--- config.mk ---
export PLATFORM = sky130hd
export DESIGN_NAME = axi_lite_slave_regs
export DESIGN_NICKNAME = d
export VERILOG_FILES = /design/src/rtl/axi_lite_slave_regs.sv
export SDC_FILE = /design/constraint.sdc
export NUM_CORES = 1
export LEC_CHECK = 0
export CAP_MARGIN = 20
export CORE_MARGIN = 3
export CORE_UTILIZATION = 43
export CTS_CLUSTER_SIZE = 40
export DETAILED_ROUTE_END_ITERATION = 16
export PLACE_DENSITY = 0.81
export RECOVER_POWER = 50
export SLEW_MARGIN = 5
export SYNTH_ARGS = -nofsm -noshare
export SYNTH_HDL_FRONTEND = slang
export SYNTH_SLANG_ARGS = --single-unit
--- constraint.sdc ---
create_clock -name s_axi_aclk -period 1.7 [get_ports s_axi_aclk]
set_input_delay 0.255 -clock s_axi_aclk [delete_from_list [all_inputs] [get_ports s_axi_aclk]]
set_output_delay 0.255 -clock s_axi_aclk [all_outputs]
set_load 0.02 [all_outputs]
--- src/rtl/axi_lite_slave_regs.sv ---
// axi_lite_slave_regs: AXI4-Lite slave with three RW control registers and one RO status word
module axi_lite_slave_regs #(
    parameter int DATA_WIDTH = 32,
    parameter int ADDR_WIDTH = 8,
    parameter int RESP_WIDTH = 3,
    parameter logic [ADDR_WIDTH-1:0] BASE_ADDR = '0
) (
    input  logic                    s_axi_aclk,
    input  logic                    s_axi_areset,
    input  logic [ADDR_WIDTH-1:0]   s_axi_awaddr,
    input  logic                    s_axi_awvalid,
    output logic                    s_axi_awready,
    input  logic [DATA_WIDTH-1:0]   s_axi_wdata,
    input  logic [DATA_WIDTH/8-1:0] s_axi_wstrb,
    input  logic                    s_axi_wvalid,
    output logic                    s_axi_wready,
    output logic [RESP_WIDTH-1:0]   s_axi_bresp,
    output logic                    s_axi_bvalid,
    input  logic                    s_axi_bready,
    input  logic [ADDR_WIDTH-1:0]   s_axi_araddr,
    input  logic                    s_axi_arvalid,
    output logic                    s_axi_arready,
    output logic [DATA_WIDTH-1:0]   s_axi_rdata,
    output logic [RESP_WIDTH-1:0]   s_axi_rresp,
    output logic                    s_axi_rvalid,
    input  logic                    s_axi_rready,
    output logic [DATA_WIDTH-1:0]   ctrl0_o,
    output logic [DATA_WIDTH-1:0]   ctrl1_o,
    output logic [DATA_WIDTH-1:0]   ctrl2_o,
    input  logic [DATA_WIDTH-1:0]   status_i
);
    localparam logic [RESP_WIDTH-1:0] OKAY = '0;
    localparam logic [RESP_WIDTH-1:0] SLVERR = RESP_WIDTH'(2);
    localparam int SW = DATA_WIDTH / 8;

    typedef enum logic {W_IDLE, W_RESP} w_state_t;
    typedef enum logic {R_IDLE, R_DATA} r_state_t;

    w_state_t w_state_q, w_state_d;
    r_state_t r_state_q, r_state_d;
    logic aw_done_q, aw_done_d, w_done_q, w_done_d;
    logic awready_q, awready_d, wready_q, wready_d, arready_q, arready_d;
    logic bvalid_q, bvalid_d, rvalid_q, rvalid_d;
    logic [RESP_WIDTH-1:0] bresp_q, bresp_d, rresp_q, rresp_d;
    logic [ADDR_WIDTH-1:0] awaddr_q, awaddr_d;
    logic [DATA_WIDTH-1:0] wdata_q, wdata_d, rdata_q, rdata_d;
    logic [SW-1:0] wstrb_q, wstrb_d;
    logic [DATA_WIDTH-1:0] ctrl_q [3];
    logic [DATA_WIDTH-1:0] ctrl_d [3];
    logic aw_hs, w_hs, ar_hs, wr_ok;
    logic [2:0] wdec, rdec;

    // {valid, word index}; valid means in-window and word aligned
    function automatic logic [2:0] decode(input logic [ADDR_WIDTH-1:0] a);
        logic [ADDR_WIDTH-1:0] off;
        off = a - BASE_ADDR;
        return {(a >= BASE_ADDR) && (off < ADDR_WIDTH'(16)) && (off[1:0] == 2'b00), off[3:2]};
    endfunction

    always_comb begin
        aw_hs = s_axi_awvalid & awready_q;
        w_hs = s_axi_wvalid & wready_q;
        w_state_d = w_state_q;
        aw_done_d = aw_done_q | aw_hs;
        w_done_d = w_done_q | w_hs;
        awaddr_d = aw_hs ? s_axi_awaddr : awaddr_q;
        wdata_d = w_hs ? s_axi_wdata : wdata_q;
        wstrb_d = w_hs ? s_axi_wstrb : wstrb_q;
        bvalid_d = bvalid_q;
        bresp_d = bresp_q;
        ctrl_d = ctrl_q;
        wdec = decode(awaddr_d);
        wr_ok = wdec[2] && (wdec[1:0] != 2'd3);
        if (w_state_q == W_IDLE && aw_done_d && w_done_d) begin
            w_state_d = W_RESP;
            bvalid_d = 1'b1;
            bresp_d = wr_ok ? OKAY : SLVERR;
            for (int r = 0; r < 3; r++)
                for (int b = 0; b < SW; b++)
                    if (wr_ok && wdec[1:0] == 2'(r) && wstrb_d[b])
                        ctrl_d[r][b*8 +: 8] = wdata_d[b*8 +: 8];
        end else if (w_state_q == W_RESP && bvalid_q && s_axi_bready) begin
            w_state_d = W_IDLE;
            bvalid_d = 1'b0;
            aw_done_d = 1'b0;
            w_done_d = 1'b0;
        end
        awready_d = (w_state_d == W_IDLE) && !aw_done_d;
        wready_d = (w_state_d == W_IDLE) && !w_done_d;
    end

    always_comb begin
        ar_hs = s_axi_arvalid & arready_q;
        rdec = decode(s_axi_araddr);
        r_state_d = r_state_q;
        rvalid_d = rvalid_q;
        rresp_d = rresp_q;
        rdata_d = rdata_q;
        if (ar_hs) begin
            r_state_d = R_DATA;
            rvalid_d = 1'b1;
            rresp_d = rdec[2] ? OKAY : SLVERR;
            rdata_d = !rdec[2] ? '0 : (rdec[1:0] == 2'd3) ? status_i : ctrl_q[rdec[1:0]];
        end else if (rvalid_q && s_axi_rready) begin
            r_state_d = R_IDLE;
            rvalid_d = 1'b0;
        end
        arready_d = (r_state_d == R_IDLE);
    end

    always_ff @(posedge s_axi_aclk) begin
        if (s_axi_areset) begin
            w_state_q <= W_IDLE;
            r_state_q <= R_IDLE;
            aw_done_q <= 1'b0;
            w_done_q <= 1'b0;
            awready_q <= 1'b0;
            wready_q <= 1'b0;
            arready_q <= 1'b0;
            bvalid_q <= 1'b0;
            rvalid_q <= 1'b0;
            bresp_q <= '0;
            rresp_q <= '0;
            rdata_q <= '0;
            awaddr_q <= '0;
            wdata_q <= '0;
            wstrb_q <= '0;
            ctrl_q <= '{default: '0};
        end else begin
            w_state_q <= w_state_d;
            r_state_q <= r_state_d;
            aw_done_q <= aw_done_d;
            w_done_q <= w_done_d;
            awready_q <= awready_d;
            wready_q <= wready_d;
            arready_q <= arready_d;
            bvalid_q <= bvalid_d;
            rvalid_q <= rvalid_d;
            bresp_q <= bresp_d;
            rresp_q <= rresp_d;
            rdata_q <= rdata_d;
            awaddr_q <= awaddr_d;
            wdata_q <= wdata_d;
            wstrb_q <= wstrb_d;
            ctrl_q <= ctrl_d;
        end
    end

    assign s_axi_awready = awready_q;
    assign s_axi_wready = wready_q;
    assign s_axi_arready = arready_q;
    assign s_axi_bvalid = bvalid_q;
    assign s_axi_bresp = bresp_q;
    assign s_axi_rvalid = rvalid_q;
    assign s_axi_rresp = rresp_q;
    assign s_axi_rdata = rdata_q;
    assign ctrl0_o = ctrl_q[0];
    assign ctrl1_o = ctrl_q[1];
    assign ctrl2_o = ctrl_q[2];
endmodule

Word-level counts from Yosys, hierarchy flattened --
Cells that the tools add are included.
Word-level totals: output and inout bits 139, register bits 187, word-level logic and storage cells 113, input bits 91
Cells by class: multiplexer cells 22, bitwise operators 9, eq/ne operators 4, reduce and logical (&&, ||, !) cells 46, order comparisons 5
Operators with widths (number):
- 2-to-1 mux 32 bit | 5
- binary-select mux 32 bit (select 2 bit) | 1
- logical AND 1 bit | 27
- AND reduction 2 bit | 12
- greater-or-equal comparator 8 x 1 -> 1 bit, second input constant | 2
- less-than comparator 8 x 5 -> 1 bit, second input constant | 2
- 2-to-1 mux 1 bit | 12
- 2-to-1 mux 8 bit | 1
- zero test 2 bit | 3
- equality test 2 bit, second input constant | 2
- 2-to-1 mux 2 bit | 2
- 2-to-1 mux 4 bit | 1
- nonzero test 2 bit | 2
- AND 1 bit | 3
- greater-or-equal comparator 3 bit, second input constant | 1
- inverter 1 bit | 3
- inverter 2 -> 3 bit | 1
- equality test 2 x 1 -> 1 bit, second input constant | 1
- zero test 1 bit | 2
- inequality test 2 bit, second input constant | 1
- bitwise OR 1 bit | 2

Longest topological paths before layout --
depth in word-level cells 9, gate-level depth with buffers 8, depth with buffers taken out 5

Worst setup path before layout --
OpenSTA, ideal clock, no wires.
path kind reg2reg, from reg wready_q (netlist: s_axi_wready), to reg ctrl_q (netlist bit ctrl1_o[10]), path buffers 2, data arrival time 1.818 ns, setup slack -0.190 ns, clock period less this slack 1.890 ns, cell stages (with the launch flop) 8, library setup time 0.072 ns, cells stage by stage dfxtp_1 and2_1 clkbuf_1 nand2_1 a21oi_1 nor2b_1 buf_2 mux2i_1
On the way: word-level cells in the longest chain between the ends 4, elaborated cells on any way between the ends 7, those cells by class 2 x mux; 2 x bitwise; 3 x reduce/logical
RTL lines:
- from (decl) | line 42 | logic awready_q, awready_d, wready_q, wready_d, arready_q, arready_d;
- from (signal assigned) | line 135 | wready_q <= wready_d;
- AND 1 bit * | line 62 | w_hs = s_axi_wvalid & wready_q;
- bitwise OR 1 bit / 2-to-1 mux 4 bit (equally long branches) | line 65, 68
- logical AND 1 bit (on tied branches) | line 74, 80
- AND reduction 2 bit (no source line)
- to (signal assigned) | line 145 | ctrl_q <= ctrl_d;
- to (decl) | line 48 | logic [DATA_WIDTH-1:0] ctrl_q [3];
Mark *: on every way between the ends. The rest lies on a longest branch, timed or not. A chain may end at the register's enable or synchronous reset.

Worst setup path in the final report --
from reg awaddr_q[0], to reg ctrl_q (netlist bit ctrl1_o[13])
On the way: word-level cells in the longest chain between the ends 8, elaborated cells on any way between the ends 10, those cells by class 2 x order compare; 1 x mux; 7 x reduce/logical
RTL lines:
- from (decl) | line 45 | logic [ADDR_WIDTH-1:0] awaddr_q, awaddr_d;
- from (signal assigned) | line 142 | awaddr_q <= awaddr_d;
- 2-to-1 mux 8 bit * | line 66 | awaddr_d = aw_hs ? s_axi_awaddr : awaddr_q;
- greater-or-equal comparator 8 x 1 -> 1 bit / less-than comparator 8 x 5 -> 1 bit (equally long branches) | line 57 | return {(a >= BASE_ADDR) && (off < ADDR_WIDTH'(16)) && (off[1:0] == 2'b00), off[3:2]};
- logical AND 1 bit | line 57
- logical AND 1 bit * | line 57
- logical AND 1 bit * | line 73 | wr_ok = wdec[2] && (wdec[1:0] != 2'd3);
- logical AND 1 bit * (2 in series) | line 80 | if (wr_ok && wdec[1:0] == 2'(r) && wstrb_d[b])
- AND reduction 2 bit (no source line) *
Marked as above.

==> impl_metrics.csv <==
group,metric,value,unit
run_status,status,"finished with violations",
run_status,violations,"negative setup slack",
synthesis,synth_area_leaders,"dfxtp_1 47%, mux2i_1 12%, mux4_2 9.2%",
cts,cts_buffers,17,
placed_design,place.port_buffers,225,
cts,cts.sinks,183,
sta,fin_crit_sh,1.18,
sta,drv_slew,0,
worst_setup_path,worstPathArrival,2350,ps
floorplan,dieHeight,141,um
sta,grt_setup_unrepaired,"true",
synthesis,synth_seq_area_share,0.469,
routing,route.detailed.drc,0,
synthesis,yosysTopAreaCell,"dfxtp_1",
synthesis,synth-main-ff-cell,"dfxtp_1",
cts,cts_max_level,4,
floorplan,num_rows,48,
grt,grt_max_degree,50,
synthesis,yosysMostFrequentCell,"dfxtp_1",
floorplan,die_w,141,um
worst_setup_path,path_max_fanout,8,
worst_setup_path,critPathCaptureType,"flip-flop",
synthesis,ys_async_sr_fraction,0,
grt,grt_util_all_layers,0.224,
cells_and_area,nNetsFinal,1091,
sta,slew_headroom,0.482,
routing,drtAntennaViolNets,0,
synthesis,ys_seq_elements,183,
placed_design,place_congestion,0.805,
cts,cts_root_buffer,"clkbuf_16",
sta,layout_setup_ws,-303,ps
cells_and_area,regArea,3670,um^2
synthesis,synth_area,7810,um^2
cts,cts_hold_buf,0,
sta,period_minus_slack,2000,ps
cells_and_area,final_util,0.626,
routing,wl,22.0,mm
power_and_ir_drop,powerDensity,855,nW/um^2
grt,globalRoute.totalOverflow,0,
grt,grt_pass1_vias,6499,
flow_run,maxCapViolations,0,
worst_setup_path,path_class,"reg2reg",
cts,cts_buffer_depth,2,
worst_setup_path,critPathRequiredTime,2050,ps
grt,antenna_found_initial,0,
sta,tightestPinTransition,777,ps
cells_and_area,fillers,1477,
cts,cts_tree,"done",
sta,max_freq,0.499,GHz
cells_and_area,diodes,0,
synthesis,ys.warnings.count,0,
cells_and_area,multi_input_area,3910,um^2
sta,setup_viol,99,
floorplan,core,17500,um^2
cells_and_area,layout-drive-gt1-share,0.144,
worst_hold_path,hold_class,"in2reg",
power_and_ir_drop,ir_drop,0.748,mV
floorplan,initial_core_util,0.445,
cts,clk_latency,430,ps
routing,num_vias,6358,
synthesis,synthCells,755,
floorplan,die-area,19800,um^2
synthesis,ys_types,36,
sta,finClkSkew,10.4,ps
routing,drt_iter0_drc,326,
power_and_ir_drop,p_leak,0.00481,uW
floorplan,io_pins,230,
sta,hold_viol,0,
routing,drt_first_pass_iters,4,
synthesis,yosys.area.top_type_share,0.469,
placed_design,post-place-cells,1204,
cts,clkSlewWorstSetupHoldPaths,70,ps
grt,grt_pass1_wl,35.1,mm
sta,tns,-24240,ps
synthesis,post_synth.cell_area_avg,10.3,um^2
cells_and_area,syn_to_final_growth,40.7,%
synthesis,netlist_top_cells_count,"183 x dfxtp_1, 99 x nand2b_1, 96 x mux2i_1",
placed_design,place_hpwl,15.6,mm
routing,vias_per_cell,5.14,
cells_and_area,finalNonFillerCells,1238,
worst_setup_path,cp-start-kind,"flip-flop",
routing,wire_per_inst,17.8,um
synthesis,synth_edf_count,0,
## routing by layer
metal | GRT usage | wire length (um)
met5 | 0 | 0
met1 | 0.282 | 9270
met2 | 0.379 | 11000
met4 | 0.0627 | 259
met3 | 0.0617 | 1490
## cell type report
cell class	count	area share
multi-input cells	491	0.356
clock inverters	15	0.0152
inverters	32	0.0109
well taps	225	0.0256
repair buffers	275	0.219
clock buffers	17	0.0387
flip-flops and latches	183	0.334
## power breakdown
group | switching (uW) | internal, uW | total [uW] | leakage [uW]
logic | 521 | 538 | 1060 | 0.00305
clock network | 1830 | 2090 | 3920 | 0.000287
registers | 43.5 | 4370 | 4410 | 0.00148
## cell usage in the layout, fill, tap and decap left out, types with 2 or more instances in the layout
master           synthesis  layout
mux2i_1                 96      96
conb_1                   1       4
clkbuf_2                 0       4
or4_4                    2       2
buf_2                   11       3
and3_1                   4       2
clkbuf_16                0      17
a22oi_1                 32      32
clkdlybuf4s50_1          0     119
inv_6                    0       3
buf_4                    4      28
nor3_1                   4       4
a21oi_2                  0       4
dfxtp_1                183     181
nor2_1                  40      40
nand2_2                  5       2
buf_12                   0      10
nand2_8                  0       4
a21oi_1                 22      18
dlygate4sd2_1            0      61
nand2_1                 91      90
dfxtp_2                  0       2
nand3_1                  5       5
inv_1                   32      32
nand2b_1                99      99
buf_6                    3       6
clkbuf_1                28      43
clkinv_4                 0       6
and2_1                   3       2
and3_4                   0       2
mux4_2                  32      32
inv_8                    0       3
nand4_4                  4       4
nor4_4                   2       3
a21o_1                  32      32
## flip-flops by register name (all words and copies together), names as in the netlist
signal         cells
s_axi_bvalid       1
ctrl1_o           32
ctrl2_o           32
s_axi_bresp        1
w_state_q          1
wstrb_q            4
s_axi_arready      1
s_axi_rresp        1
ctrl0_o           32
s_axi_rdata       32
s_axi_awready      1
s_axi_rvalid       1
r_state_q          1
s_axi_wready       1
wdata_q           32
w_done_q           1
aw_done_q          1
awaddr_q           8
## final timing paths
| path | to | startpoint | cells past startpoint | slack [ps] |
|---|---|---|---|---|
| worst max-delay path | ctrl1_o[13] | awaddr_q[0] | 7 | -300 |
| worst min-delay path | s_axi_rdata[14] | s_axi_areset | 2 | 180 |
| worst max register to register | ctrl1_o[13] | awaddr_q[0] | 7 | -300 |
| worst min register to register | awaddr_q[5] | awaddr_q[5] | 2 | 450 |
## worst max-delay path: stages, from the launching register on
cell and delay (ps):
dfxtp_2 320, or4_4 540, nor4_4 220, buf_4 200, o21ai_4 70, nor2b_2 160
buf_6 180, mux2i_1 220
## stage by stage
step / power, uW / setup slack, ps / instance area (um^2) / hold slack (ps)
floorplan: 5050 / -99.9 / 7840 / 391
global placement: 5520 / -712 / 10600 / 442
detailed placement: 5540 / -769 / 10600 / 446
CTS: 9470 / -303 / 11200 / 156
global route: 9720 / -386 / 11000 / 192
finish: 9390 / -303 / 11000 / 184
## cells by family (layout without fill, tap and decap cells)
kind of cell           Yosys count  in the layout  share of synthesized area
and+or+nand+nor                268            268                      0.185
buffers and inverters           84            339                     0.0470
other                            1              4                   0.000480
muxes                          129            129                      0.218
DFF                            183            183                      0.469
AOI/OAI and AO/OA               90             90                     0.0796
## repair_timing
action | CTS | global route
setup buffers | 3 | 0
setup endpoints to repair | 158 | 138
pin swaps | 3 | 3
gates resized for setup | 78 | 49
No activity file was read; power rests on OpenSTA's default activity.
